$ cat src/rtl/mod_enc_mixcolumns.sv
// AES MixColumns stage: gathers four shifted rows, then emits four mixed columns (row-in / column-out transpose).
// Optional build macro MIXCOL_BYPASS_EN adds a bypass input that passes columns through unmixed (final round).
module mod_enc_mixcolumns #(
  parameter int          N    = 4,
  parameter logic [7:0]  POLY = 8'h1B
) (
  input  logic                clk,
  input  logic                reset,
  input  logic                in_valid,
  output logic                in_ready,
  input  logic [N-1:0][7:0]   in_row,
  output logic                out_valid,
  input  logic                out_ready,
  output logic [N-1:0][7:0]   out_col,
  output logic [1:0]          col_idx,
  output logic                done
`ifdef MIXCOL_BYPASS_EN
  ,
  input  logic                bypass
`endif
);

  // Handshake: a row (column) moves on a rising edge where valid && ready;
  // out_valid/out_col are held unchanged until out_ready is seen.

  if (N != 4) begin : g_n_check
    $error("mod_enc_mixcolumns: N must be 4");
  end

  typedef enum logic {
    S_COLLECT = 1'b0,
    S_EMIT    = 1'b1
  } state_e;

  state_e                       state_q, state_d;
  logic [1:0]                   row_cnt_q, row_cnt_d;
  logic [1:0]                   col_cnt_q, col_cnt_d;
  logic                         done_q, done_d;
  logic [N-1:0][N-1:0][7:0]     mem_q;   // mem_q[row][col]
  logic                         in_fire, out_fire;
  logic [N-1:0][7:0]            column, mixed;

  function automatic logic [7:0] xtime(input logic [7:0] b);
    return {b[6:0], 1'b0} ^ (b[7] ? POLY : 8'h00);
  endfunction

  assign in_fire  = in_valid  && in_ready;
  assign out_fire = out_valid && out_ready;

  // FSM state register
  always_ff @(posedge clk or posedge reset) begin
    if (reset) state_q <= S_COLLECT;
    else       state_q <= state_d;
  end

  // FSM next-state logic
  always_comb begin
    state_d = state_q;
    case (state_q)
      S_COLLECT: if (in_fire && row_cnt_q == 2'd3)  state_d = S_EMIT;
      S_EMIT:    if (out_fire && col_cnt_q == 2'd3) state_d = S_COLLECT;
      default:   state_d = S_COLLECT;
    endcase
  end

  // FSM outputs
  always_comb begin
    in_ready  = (state_q == S_COLLECT);
    out_valid = (state_q == S_EMIT);
    col_idx   = col_cnt_q;
    done      = done_q;
  end

  // Counters wrap naturally at 3 -> 0
  always_comb begin
    row_cnt_d = row_cnt_q;
    col_cnt_d = col_cnt_q;
    if (in_fire)  row_cnt_d = row_cnt_q + 2'd1;
    if (out_fire) col_cnt_d = col_cnt_q + 2'd1;
    done_d = out_fire && (col_cnt_q == 2'd3);
  end

  always_ff @(posedge clk or posedge reset) begin
    if (reset) begin
      row_cnt_q <= 2'd0;
      col_cnt_q <= 2'd0;
      done_q    <= 1'b0;
      mem_q     <= '0;
    end else begin
      row_cnt_q <= row_cnt_d;
      col_cnt_q <= col_cnt_d;
      done_q    <= done_d;
      if (in_fire) mem_q[row_cnt_q] <= in_row;
    end
  end

`ifdef MIXCOL_BYPASS_EN
  logic bypass_q;

  // Bypass is latched with the last row so it stays constant for the whole block
  always_ff @(posedge clk or posedge reset) begin
    if (reset)                             bypass_q <= 1'b0;
    else if (in_fire && row_cnt_q == 2'd3) bypass_q <= bypass;
  end
`endif

  always_comb begin
    for (int r = 0; r < N; r++) column[r] = mem_q[r][col_cnt_q];
    mixed[0] = xtime(column[0]) ^ xtime(column[1]) ^ column[1] ^ column[2] ^ column[3];
    mixed[1] = column[0] ^ xtime(column[1]) ^ xtime(column[2]) ^ column[2] ^ column[3];
    mixed[2] = column[0] ^ column[1] ^ xtime(column[2]) ^ xtime(column[3]) ^ column[3];
    mixed[3] = xtime(column[0]) ^ column[0] ^ column[1] ^ column[2] ^ xtime(column[3]);
  end

  always_comb begin
    out_col = '0;
    if (state_q == S_EMIT) begin
`ifdef MIXCOL_BYPASS_EN
      out_col = bypass_q ? column : mixed;
`else
      out_col = mixed;
`endif
    end
  end

endmodule

$ cat config.mk
export PLATFORM = sky130hd
export DESIGN_NAME = mod_enc_mixcolumns
export DESIGN_NICKNAME = d
export VERILOG_FILES = /design/src/rtl/mod_enc_mixcolumns.sv
export SDC_FILE = /design/constraint.sdc
export NUM_CORES = 1
export LEC_CHECK = 0
export CAP_MARGIN = 0
export CORE_UTILIZATION = 30
export DETAILED_ROUTE_END_ITERATION = 6
export DONT_BUFFER_PORTS = 1
export PLACE_DENSITY = 0.48
export SLEW_MARGIN = 20
export SYNTH_ARGS = -nofsm -noshare
export SYNTH_HDL_FRONTEND = slang
export SYNTH_SLANG_ARGS = --single-unit
$ cat constraint.sdc
create_clock -name clk -period 5.6 [get_ports clk]
set_input_delay 0.28 -clock clk [delete_from_list [all_inputs] [get_ports clk]]
set_output_delay 0.28 -clock clk [all_outputs]
set_load 0.03 [all_outputs]
==> results_dict.tcl, run 1 <==
set metrics [dict create \
    critical_path_class "register to primary output" \
    slew_violations 0 \
    die_x_um 158 \
    synth_seq_cells 134 \
    synth.net_count 488 \
    end_kind "primary output" \
    cp_slowest_cell "dfrtp_2" \
    synth-edff-count 0 \
    fin_crit_sh_pct 72.1 \
    clockBufferDepth 2 \
    fmax_ghz 0.248 \
    maxSlewHeadroom_pct 36.1 \
    start_kind "register" \
    synth_flop_cell "dfrtp_1" \
    final_layout_size_suffix_gt1_share_pct 40.8 \
    grt_max_degree 70 \
    num_io_pins 73 \
    avgSynthCellArea_um2 16.4 \
    cts_tree "done" \
    drc 0 \
    avgRoutedWirePerCell_um 21.0 \
    start_util_pct 30.9 \
    worstPathCellList "buf_4, mux4_1, xnor3_1, xnor3_1, and2_1" \
    setup_violations 0 \
    fin_area_um2 8590 \
    vias 3849 \
    r2r_end "mem_q[97]" \
    clock_skew_ps 6.52 \
    ff2ff_path_depth 4 \
    rsz0062_at_grt "no" \
    synthTopCellsByArea "dfrtp_1 (46%), mux2_2 (20%), xnor3_1 (11%)" \
    hold_slack_ps 13.8 \
    grtUsageTotal_pct 14.8 \
    die_area_um2 25100 \
    hold_violations 0 \
    cts_buffers 17 \
    yosys.area.top_type "dfrtp_1" \
    fin_util_pct 36.2 \
    tns_ps 0 \
    clock_sinks 134 \
    r2r_slack_ps 2960 \
    insertion_delay_ps 420 \
    overflow 0 \
    startpoint "col_idx[0]" \
    grt_pass1_wl_um 26400 \
    r2r_start "out_valid" \
    synthArstFlopShare_pct 100 \
    fin_nets 523 \
    place_area_um2 7640 \
    drt_pre_antenna_iters 4 \
    clockRootBuffer "clkbuf_16" \
    synth_common_cells "dfrtp_1 (134), mux2_2 (129), xnor3_1 (36), nor2_1 (25), mux4_2 (20)" \
    vias_per_cell 4.73 \
    final.min_clock_period_ps 4040 \
    arrival_ps 3760 \
    cp-endpoint "out_col[4]" \
    h-tree-depth 4 \
    antenna_found_initial 0 \
    syn-instance-count 447 \
    synth_most_common_cell "dfrtp_1" \
    crit_top_cell "xnor3_1" \
    clk_pin_slew_ps 60 \
    synthDistinctLibCells 27 \
    hp-class "primary input to register" \
    critPathRequiredTime_ps 5320 \
    drt-total-wl_um 17100 \
    synth_top_area_share_pct 45.7 \
    ys_seq_area_share_pct 45.7 \
    status "finished clean" \
    worstMarginPinSlew_ps 959 \
    fp.coreArea_um2 23800 \
    initialDrtViolationCount 141 \
    ant_nets 0 \
    die_h_um 158 \
    dp_hpwl_um 11800 \
    numPortBuffers 0 \
    diodes 0 \
    rows 56 \
    gp_congestion 0.734 \
    critical_path.max_fanout 24 \
    yosysWarnings 0 \
    nFillCells 2249 \
    cp_slowest_stage_delay_ps 990 \
    cap_violations 0 \
    synth_area_um2 7340 \
    grt_pass1_vias 4249 \
    synthToLayoutAreaGrowth_pct 17.0 \
]
## worst max-delay path, delay by kind of cell (launching register included)
family,cells,cell delay [ps]
DFF,1,990
xor gates and xnor gates,2,780
and+or+nand+nor,1,380
buffers and inverters,1,400
muxes,1,760
## routing by layer
metal	share of wire (%)	GRT usage, %	wire, µm
met4	1.8	5.31	311
met5	0	0	0
met1	43	18.8	7310
met3	5.3	3.92	897
met2	50	24.3	8540
## layout by cell type (no fill, tap or decap), drive strengths merged
cell / count
and2: 7
and3: 1
buf: 7
bufinv: 2
clkbuf: 19
clkinv: 4
clkinvlp: 4
dfrtp: 134
dlygate4sd3: 35
ha: 5
inv: 7
mux2: 129
mux4: 32
nand2: 6
nor2: 25
nor2b: 1
o21ai: 2
xnor2: 26
xnor3: 37
xor2: 6
xor3: 6
## stage by stage
step | setup slack, ps | instances
after floorplan | 1740 | 447
after global placement | 1860 | 747
after detailed placement | 1920 | 747
after CTS | 1450 | 813
after global routing | 1320 | 814
final | 1560 | 814
## how the worst min path moves through the flow
stage	end	slack (ps)	cells past startpoint	start
4_1_cts	mem_q[69]	0.7	1	in_row[5]
2_1_floorplan	mem_q[18]	430	1	in_row[18]
6_report	mem_q[15]	10	1	in_row[15]
3_5_place_dp	mem_q[80]	390	1	reset
3_3_place_gp	mem_q[88]	370	1	reset
5_1_grt	mem_q[60]	5	1	in_row[28]
## timing repair
action                                 in CTS  in global routing
endpoints found under the hold margin     189                  1
resized for setup                           0                  0
hold buffers                               34                  1
setup buffers                               0                  0
## state kept, by name, indices dropped and copies added, names as in the netlist
name       flops
done           1
row_cnt_q      2
out_valid      1
col_idx        2
mem_q        128
## area by class of cell
class                      instances  area, µm²  share of cell area (%)
sequential                       134       3360                    39.1
multi-input combinational        283       3810                    44.4
clock buffer                      19        453                    5.27
inverter                           4       17.5                   0.204
tap                              319        399                    4.65
clock inverter                    13        148                    1.72
timing repair buffer              42        403                    4.69
## logic make-up (layout without fill, tap and decap cells)
kind of cell / after synthesis / count (layout) / synth area share, %
flops: 134 / 134 / 45.7
xor+xnor: 75 / 75 / 18.4
simple gates: 40 / 40 / 2.35
compound gates: 2 / 2 / 0.136
mux: 161 / 161 / 30.2
fa+ha+maj: 5 / 5 / 0.852
buf+inv: 30 / 78 / 2.37
Power of run 1 is left out: the tool's default activity adds up to more than one toggle a clock period on the data nets, which glitch-free logic cannot reach.
==> run 2, diff against run 1 <==
Settings changed: ABC_AREA set to 1.
Clock period 5.6 ns to 3.75 ns, I/O delays scaled along.
==> run 2 against run 1 <==
Effect of this change:
- die area up 8.4%
- via count up 82%
- final cell count up 86%
- global-route usage up 2.8 points
- sequential share of layout area down 2.8 points
- worst setup slack worse by 850 ps
- synthesized cell count rose to 2.6 times the previous value
- design area up 7.6%
- routed wire length up 33%
- critical path depth up 9
- non-clock buffer count up 10
==> results_dict.tcl, run 2 <==
set metrics [dict create \
    avgRoutedWirePerCell_um 15.0 \
    yosysWarnings 0 \
    vias 7022 \
    fin_nets 1206 \
    synth_most_common_cell "nand2_1" \
    yosys.area.top_type "dfrtp_1" \
    synth_common_cells "nand2_1 (498), dfrtp_1 (134), o21ai_0 (133), nand3_1 (100), inv_1 (81)" \
    clock_skew_ps 11.3 \
    hp-class "primary input to register" \
    synthTopCellsByArea "dfrtp_1 (42%), nand2_1 (23%), o21ai_0 (8.4%)" \
    insertion_delay_ps 420 \
    synth.net_count 1189 \
    clockBufferDepth 2 \
    fmax_ghz 0.329 \
    fp.coreArea_um2 26100 \
    ant_nets 0 \
    clockRootBuffer "clkbuf_16" \
    r2r_end "mem_q[44]" \
    cts_resized 0 \
    ff2ff_path_depth 7 \
    ys_seq_area_share_pct 42.1 \
    synthArstFlopShare_pct 100 \
    setup_violations 0 \
    critical_path_class "register to primary output" \
    cp-endpoint "out_col[19]" \
    synth_top_area_share_pct 42.1 \
    cts_buffers 17 \
    antenna_found_initial 1 \
    avgSynthCellArea_um2 6.94 \
    min_from "in_row[31]" \
    overflow 0 \
    rsz0062_at_grt "no" \
    final_layout_size_suffix_gt1_share_pct 8.23 \
    dp_hpwl_um 16100 \
    final_common_cell "nand2_1" \
    startpoint "col_idx[1]" \
    drt-total-wl_um 22800 \
    crit_top_cell "nand2_1" \
    grt_pass1_wl_um 36600 \
    r2r_start "out_valid" \
    synthToLayoutAreaGrowth_pct 16.0 \
    arrival_ps 2850 \
    grt_pass1_vias 6523 \
    hold_violations 0 \
    cp_slowest_cell "dfrtp_2" \
    synth_seq_cells 134 \
    initialDrtViolationCount 515 \
    largest_reg_flops 128 \
    h-tree-depth 4 \
    cp_slowest_stage_delay_ps 750 \
    grt_max_degree 135 \
    die_x_um 165 \
    critPathRequiredTime_ps 3560 \
    drc 0 \
    clk_pin_slew_ps 60 \
    crit_family "simple AND/OR/NAND/NOR gates" \
    die_area_um2 27200 \
    final_cell_mix "nand2_1 (494), o21ai_0 (133), dfrtp_1 (132), nand3_1 (100), inv_1 (80)" \
    r2r_slack_ps 1460 \
    worstMarginPinSlew_ps 965 \
    grtUsageTotal_pct 17.6 \
    start_util_pct 30.6 \
    synth-edff-count 0 \
    synth_area_um2 7970 \
    path_buf_inv 3 \
    vias_per_cell 4.64 \
    status "finished clean" \
    critical_path.max_fanout 20 \
    cts_tree "done" \
    final.min_clock_period_ps 3040 \
    synthDistinctLibCells 27 \
    worstPathCellList "inv_2, buf_4, nand3_1, nand2_1, nand2_1, nand2_1, nand2_1, nand2_1, nand2_1, nand2_1, nand2_1, nand2_1, nor2_1, buf_4" \
    die_h_um 165 \
    rows 59 \
    tns_ps 0 \
    slew_violations 0 \
    hold_slack_ps 11.6 \
    gp_congestion 0.865 \
    drt_pre_antenna_iters 5 \
    synth_flop_cell "dfrtp_1" \
    numPortBuffers 0 \
    clock_sinks 134 \
    crit_cells 14 \
    maxSlewHeadroom_pct 35.4 \
    cap_violations 0 \
    fin_crit_sh_pct 81.0 \
    regMostFlops "mem_q" \
    end_kind "primary output" \
    num_io_pins 73 \
    syn-instance-count 1148 \
    start_kind "register" \
]
run 2: area by class of cell:
type / count / area, µm²
Clock inverter: 12 / 200
Timing Repair Buffer: 52 / 468
Tap cell: 335 / 419
Fill cell: 2790 / 16800
Sequential cell: 134 / 3360
Multi-Input combinational cell: 875 / 4030
Antenna cell: 1 / 2.50
Inverter: 85 / 323
Clock buffer: 20 / 447
run 2: per-stage QoR:
stage / worst slack (ps) / util, % / area [µm²] / std cells
finish: 713 / 35.5 / 9240 / 1514
global route: 421 / 35.5 / 9240 / 1514
CTS: 685 / 35.5 / 9240 / 1513
detailed placement: 1150 / 32.4 / 8430 / 1465
global placement: 1190 / 32.4 / 8430 / 1465
floorplan: 1440 / - / 7970 / 1148
run 2: cells by family (layout without fill, tap and decap cells):
kind of cell	after synthesis	in the layout	share of synthesized area, %
AO/OA/AOI/OAI	159	159	10.0
XOR/XNOR	43	43	5.01
flip-flops	134	134	42.1
multiplexers	2	2	0.565
adder cells (fa/ha/maj)	5	5	0.785
buffers and inverters	139	169	7.49
other	0	1	0
AND/OR/NAND/NOR	666	666	34.0
run 2: worst min path at each step:
stage / endpoint / slack [ps] / depth (start not counted)
final: mem_q[95] / 10 / 2
after global routing: mem_q[31] / 10 / 2
after CTS: mem_q[120] / 2 / 2
after detailed placement: mem_q[121] / 350 / 2
after global placement: mem_q[88] / 360 / 2
after floorplan: mem_q[19] / 380 / 2
run 2: repair_timing:
item,in CTS,in global routing
setup buffers,0,0
hold buffers,16,0
hold endpoints to repair,179,0
endpoints found under the setup margin,0,0
run 2: metal layers:
metal / vias up / global-route usage, % / share of wire (%)
li1: 3646 / - / -
met1: 3225 / 26.2 / 53
met2: 143 / 25.9 / 42
met3: 8 / 3.47 / 4.5
met4: 0 / 3.84 / 0.58
met5: - / 0 / 0
Power of run 2 is left out for the same reason.
